### config.mk
export PLATFORM = sky130hd
export DESIGN_NAME = reg_file
export DESIGN_NICKNAME = d
export VERILOG_FILES = /design/src/rtl/reg_file_pkg.sv /design/src/rtl/reg_scoreboard.sv /design/src/rtl/reg_file.sv
export SDC_FILE = /design/constraint.sdc
export NUM_CORES = 2
export LEC_CHECK = 0
export BUFFER_PORTS_ARGS = -buffer_cell sky130_fd_sc_hd__buf_4
export CORE_ASPECT_RATIO = 0.9
export CORE_UTILIZATION = 40
export CTS_CLUSTER_DIAMETER = 80
export CTS_CLUSTER_SIZE = 8
export DETAILED_ROUTE_END_ITERATION = 7
export RECOVER_POWER = 50
export SYNTH_ARGS = -nofsm -noshare
export SYNTH_HDL_FRONTEND = slang
export SYNTH_SLANG_ARGS = --single-unit
export TNS_END_PERCENT = 50
### constraint.sdc
create_clock -name clk -period 2 [get_ports clk]
set_clock_uncertainty 0.1 [all_clocks]
set_input_delay 0.1 -clock clk [delete_from_list [all_inputs] [get_ports clk]]
set_output_delay 0.1 -clock clk [all_outputs]
set_load 0.02 [all_outputs]
### src/rtl/reg_file_pkg.sv
// rtl/reg_file_pkg.sv - shared widths and register-index constants for the GPR file
package reg_file_pkg;

    localparam int DATA_W_DEF = 32;
    localparam int ADDR_W_DEF = 5;
    localparam int PEND_W_DEF = 2;
    localparam int REG_COUNT  = 32;
    localparam int ZERO_REG   = 0;
    localparam int RA_REG     = 31;

endpackage

### src/rtl/reg_scoreboard.sv
// rtl/reg_scoreboard.sv - per-register in-flight write counters, pending flags, sticky overflow
import reg_file_pkg::*;

module reg_scoreboard #(
    parameter int ADDR_W = ADDR_W_DEF,
    parameter int PEND_W = PEND_W_DEF
) (
    input  logic              clk,
    input  logic              rst,
    input  logic              flush,
    input  logic              issue_en,
    input  logic [ADDR_W-1:0] issue_addr,
    input  logic              write_en,
    input  logic [ADDR_W-1:0] write_addr,
    input  logic              read_en_1,
    input  logic [ADDR_W-1:0] read_addr_1,
    input  logic              read_en_2,
    input  logic [ADDR_W-1:0] read_addr_2,
    output logic              pending_1,
    output logic              pending_2,
    output logic              sb_overflow
);

    localparam int NREG = 1 << ADDR_W;
    localparam logic [PEND_W-1:0] CNT_MAX = '1;
    localparam logic [PEND_W-1:0] CNT_ONE = PEND_W'(1);

    logic [PEND_W-1:0] cnt      [NREG];
    logic [PEND_W-1:0] cnt_next [NREG];
    logic              ovf_set;
    logic              inc;
    logic              dec;

    // A retire against a zero counter (e.g. after a flush) is simply ignored.
    always_comb begin
        ovf_set = 1'b0;
        inc     = 1'b0;
        dec     = 1'b0;
        for (int r = 0; r < NREG; r++) begin
            inc = issue_en && !flush && (issue_addr == ADDR_W'(r)) && (r != 0);
            dec = write_en && (write_addr == ADDR_W'(r)) && (cnt[r] != '0);
            cnt_next[r] = cnt[r];
            if (flush) begin
                cnt_next[r] = '0;
            end else if (inc && !dec) begin
                if (cnt[r] == CNT_MAX) begin
                    ovf_set = 1'b1;
                end else begin
                    cnt_next[r] = cnt[r] + CNT_ONE;
                end
            end else if (dec && !inc) begin
                cnt_next[r] = cnt[r] - CNT_ONE;
            end
        end
    end

    always_ff @(posedge clk or negedge rst) begin
        if (!rst) begin
            for (int r = 0; r < NREG; r++) begin
                cnt[r] <= '0;
            end
            sb_overflow <= 1'b0;
        end else begin
            for (int r = 0; r < NREG; r++) begin
                cnt[r] <= cnt_next[r];
            end
            if (ovf_set) begin
                sb_overflow <= 1'b1;
            end
        end
    end

    // A last outstanding write retiring this cycle is covered by the WB bypass.
    always_comb begin
        pending_1 = read_en_1 && (read_addr_1 != '0) && (cnt[read_addr_1] != '0)
                    && !((cnt[read_addr_1] == CNT_ONE) && write_en && (write_addr == read_addr_1));
        pending_2 = read_en_2 && (read_addr_2 != '0) && (cnt[read_addr_2] != '0)
                    && !((cnt[read_addr_2] == CNT_ONE) && write_en && (write_addr == read_addr_2));
    end

endmodule

### src/rtl/reg_file.sv
// rtl/reg_file.sv - MIPS GPR file: 2 read ports with WB bypass, write port, scoreboard
// Optional raw debug read port under `REG_FILE_DEBUG_PORT_EN.
import reg_file_pkg::*;

module reg_file #(
    parameter int DATA_W = DATA_W_DEF,
    parameter int ADDR_W = ADDR_W_DEF,
    parameter int PEND_W = PEND_W_DEF
) (
    input  logic              clk,
    input  logic              rst,
    input  logic              read_en_1,
    input  logic [ADDR_W-1:0] read_addr_1,
    output logic [DATA_W-1:0] read_data_1,
    input  logic              read_en_2,
    input  logic [ADDR_W-1:0] read_addr_2,
    output logic [DATA_W-1:0] read_data_2,
    output logic              pending_1,
    output logic              pending_2,
    input  logic              issue_en,
    input  logic [ADDR_W-1:0] issue_addr,
    input  logic              write_en,
    input  logic [ADDR_W-1:0] write_addr,
    input  logic [DATA_W-1:0] write_data,
    input  logic              flush,
    output logic              sb_overflow
`ifdef REG_FILE_DEBUG_PORT_EN
    ,
    input  logic [ADDR_W-1:0] debug_addr,
    output logic [DATA_W-1:0] debug_data
`endif
);

    localparam int NREG = 1 << ADDR_W;

    logic [DATA_W-1:0] regs [NREG];

    always_ff @(posedge clk or negedge rst) begin
        if (!rst) begin
            for (int r = 0; r < NREG; r++) begin
                regs[r] <= '0;
            end
        end else if (write_en && (write_addr != '0)) begin
            regs[write_addr] <= write_data;
        end
    end

    always_comb begin
        read_data_1 = '0;
        if (read_en_1 && (read_addr_1 != '0)) begin
            read_data_1 = (write_en && (write_addr == read_addr_1)) ? write_data : regs[read_addr_1];
        end
        read_data_2 = '0;
        if (read_en_2 && (read_addr_2 != '0)) begin
            read_data_2 = (write_en && (write_addr == read_addr_2)) ? write_data : regs[read_addr_2];
        end
    end

`ifdef REG_FILE_DEBUG_PORT_EN
    assign debug_data = (debug_addr == '0) ? '0 : regs[debug_addr];
`endif

    reg_scoreboard #(
        .ADDR_W (ADDR_W),
        .PEND_W (PEND_W)
    ) u_scoreboard (
        .clk         (clk),
        .rst         (rst),
        .flush       (flush),
        .issue_en    (issue_en),
        .issue_addr  (issue_addr),
        .write_en    (write_en),
        .write_addr  (write_addr),
        .read_en_1   (read_en_1),
        .read_addr_1 (read_addr_1),
        .read_en_2   (read_en_2),
        .read_addr_2 (read_addr_2),
        .pending_1   (pending_1),
        .pending_2   (pending_2),
        .sb_overflow (sb_overflow)
    );

endmodule

==> impl_results.md <==
* Initial antenna violation count at 17
* Drt pass-1 iters at 6
* WL met2 at 116,400 um
* Routed vias/inst at 6.309
* Complex-gate fraction of the synthesized area at 6.991%
* CTS tree: yes
* Reg2Reg Depth at 6
* Gr usage total at 34.57%
* Yosys cell types at 62
* Core ar. at 0.1512 mm2
* Filler Cells Inserted at 13,130
* Crit-path cells: mux4_2 > nor2b_1 > a211oi_1 > o21ai_1 > nor3_2 > nor3_4 > buf_6
* Count leader, synth: nand2_1
* Final hold vios at 0
* Via count at 55,162
* Average size of a mapped cell at 10.28 um2
* Worst Hold Path EP: u_scoreboard.cnt[41]
* Grt total ovfl at 0
* PwrDens at 883.8 mW/mm2
* Top cells by count, synth: 2,191 x nand2_1, 1,089 x dfrtp_1, 453 x mux4_2
* GPL Wtd Cong at 0.9767
* Drt total wl at 269,000 um
* Nets@finish at 6,792
* PortBufs at 125
* Crit path required time at 1.80 ns
* Largest family of logic cells by synthesized area: multiplexers
* Worst VDD drop at 0.9954 mV
* Iteration-0 DRC Markers at 7,310
* Hold Path Class: in -> reg
* Die H at 372.9 um
* Crit. End Element: output pin
* Residual DRC at 0
* Worst Path Max Fanout at 2
* Slew Limit Fails at 37
* Tot Pwr at 69.58 mW
* Post-Synthesis Cell Area at 0.06115 mm2
* Met3 wire len at 33,340 um
* Post-synth top area cell: dfrtp_1
* Status: finished, violations left
* Peak Freq at 324.7 MHz
* FP Rows at 135
* Pin count of the biggest net entering global routing at 105
* Leak Pwr at 37.09 nW
* DP Worst Slack at -0.6931 ns
* Synth Area in Simple Gates at 16.62%
* Initial Utilization at 40.45%
* CP max-delay cell: mux4_2
* Max incr delay on CP at 0.48 ns
* H-tree Lvls at 4
* Share of cells above drive strength 1 at 35.10%
* CP Launch Type: register
* Worst slew margin at -33.54%
* Die area at 0.1544 mm2
* Cell Area, Placed at 0.07280 mm2
* Setup WS post-layout at -1.079 ns
* TNS Setup at -84.88 ns
* Critical path class: reg -> out
* Root buffer cell: clkbuf_16
* WL/cell at 30.77 um
* Footprint of the multi-input gates at 0.03315 mm2
* Async SR Flop Fraction at 100.0%
* Clock transition at the registers of the reported paths at 0.06 ns
* Crit path max-delay family: simple AND/OR/NAND/NOR gates
* Post-Syn Instances at 5,949
* Hold_sp: write_addr[3]
* Worst reg2reg setup slack at -0.05 ns
* CP startpoint: u_scoreboard.cnt[11]
* Failing checks: capacitance limit, slew limit, setup timing
* Number of global-route vias before repair at 55,116
* WP buf/inv at 1
* Adder-cell share of the synthesized area at 0.02046%
* Predominant post-synthesis flop cell: dfrtp_1
* Top post-synthesis cells by area: dfrtp_1 45%, mux4_2 17%, nand2_1 13%, mux2_2 6.5%, mux2i_1 4.5%
* Seq cells post-synth at 1,089
* Fin crit period at 3.079 ns
* Dpl cells at 8,474
* Wire length on met1 at 100,900 um
* IO Count at 126
* DP Wirelength at 172,400 um
* Reg area at 0.02726 mm2
* Post-DRT Antenna Nets at 0
* Post-Synth XOR/XNOR Area at 0.1575%
* Worst-Skew Late Latency at 0.81 ns
* Worst-margin pin slew at 2.003 ns
* Sequential share of the synthesized area at 44.56%
* WHS Path Cells at 5
* Launch point of the worst reg-to-reg path: u_scoreboard.cnt[13]
* Final core utilization at 52.08%
* RSZ-0062 raised after global routing: true
* Area share of the largest cell type after synthesis at 44.56%
* Tcrit/Tclk final at 154.0%
* CTS sink count at 1,089
* RR Endpoint: u_scoreboard.sb_overflow
* Worst hold slack at 0.03777 ns
* Clk buf depth at 3
* Finished Layout Cells at 8,743
* First-pass GRT wire length at 389,600 um
* TritonCTS buffer count at 155
* Yosys warning total at 0
* DR top layer: met5
* CP arrival at 2.88 ns
* Setup violators final at 558
* Final instance area at 0.07873 mm2
* Number of synthesized flops with an enable pin at 0
* Syn Nets at 6,009
* Max Cap Violations at 1
* Die extent in x at 414.1 um
* Area grow syn2layout at 28.74%
* Mux contribution to synthesized area at 27.65%
[layout by cell type, fill, tap and decap left out, types with 13 or more instances in the layout]
master         count
a21o_1            22
a21oi_1           91
o21bai_1          26
o21ai_0           92
a221o_1           49
buf_12           180
mux4_2           453
nor2_1           131
buf_4            847
nand3_1           43
inv_1             13
o221ai_1          49
mux2_4            16
o31ai_2           21
nor2_4            31
and3_1            38
nor2_2            30
buf_6             83
dfrtp_1         1085
a22oi_1           26
o21a_1            16
mux2_2           336
o22ai_4           27
o31ai_4           18
nand2_1         2167
a21oi_2           15
clkbuf_16        161
nand2_2           22
a31oi_1           23
o22ai_1           54
dlygate4sd3_1     48
mux2i_1          265
[per-layer routing]
layer	up-vias	track usage, %
met2	4017	51.05
met5	-	0
met1	27750	45.58
met4	14	20.44
li1	22395	-
met3	986	9.261
[state kept, by name, indices dropped and copies added (netlist names)]
signal                    cells
regs                       1024
u_scoreboard.cnt             64
u_scoreboard.sb_overflow      1
[cell type report]
cell class              instances  share of cell area, %
diodes                         11                0.03496
clock buffers                 162                  5.135
clock inverters                 9                 0.1859
inverters                      16                0.08264
multi-input cells            4289                  42.11
flip-flops and latches       1089                  34.62
well taps                    1986                  3.156
repair buffers               1181                  14.67
[where the power goes]
group	leakage (nW)	switching (mW)	total (mW)	internal, mW
clock	2.06	10.0	24.4	14.4
sequential	14.2	2.98	28.9	25.9
combinational	20.9	7.49	16.4	8.87
total	37.1	20.5	69.6	49.1
[worst reg2reg max path, cell delays in order (launching register included)]
cell and delay, ns:
dfrtp_1 0.43, buf_6 0.17, o21ai_2 0.07, nor4_1 0.07, nor4_2 0.32, nand4_1 0.28
or4_1 0.48
[kinds of logic (layout without fill, tap and decap cells)]
logic type | count (synthesis) | after routing
adders and majority gates | 1 | 1
AOI/OAI and AO/OA | 631 | 631
other | 0 | 11
and+or+nand+nor | 2567 | 2567
DFF | 1089 | 1089
buffers and inverters | 571 | 1368
muxes | 1079 | 1079
xor gates and xnor gates | 11 | 11
[how the worst max path moves through the flow]
stage               cells past startpoint  slack [ns]         endpoint
CTS                                     7       -1.13        pending_2
finish                                  7       -1.08        pending_2
global placement                       10       -0.70  read_data_1[19]
global route                            7       -1.14        pending_2
floorplan                               8       -0.06  read_data_1[16]
detailed placement                      9       -0.69  read_data_1[24]
[repair_timing]
item | 4_1_cts | 5_1_grt
buffers inserted | 21 | 18
endpoints found under the setup margin | 67 | 155
endpoints found under the hold margin | 2129 | 0
resized for setup | 142 | 119
pin swaps | 33 | 59
hold buffers | 51 | 0
(Power assumes the default switching activity.)
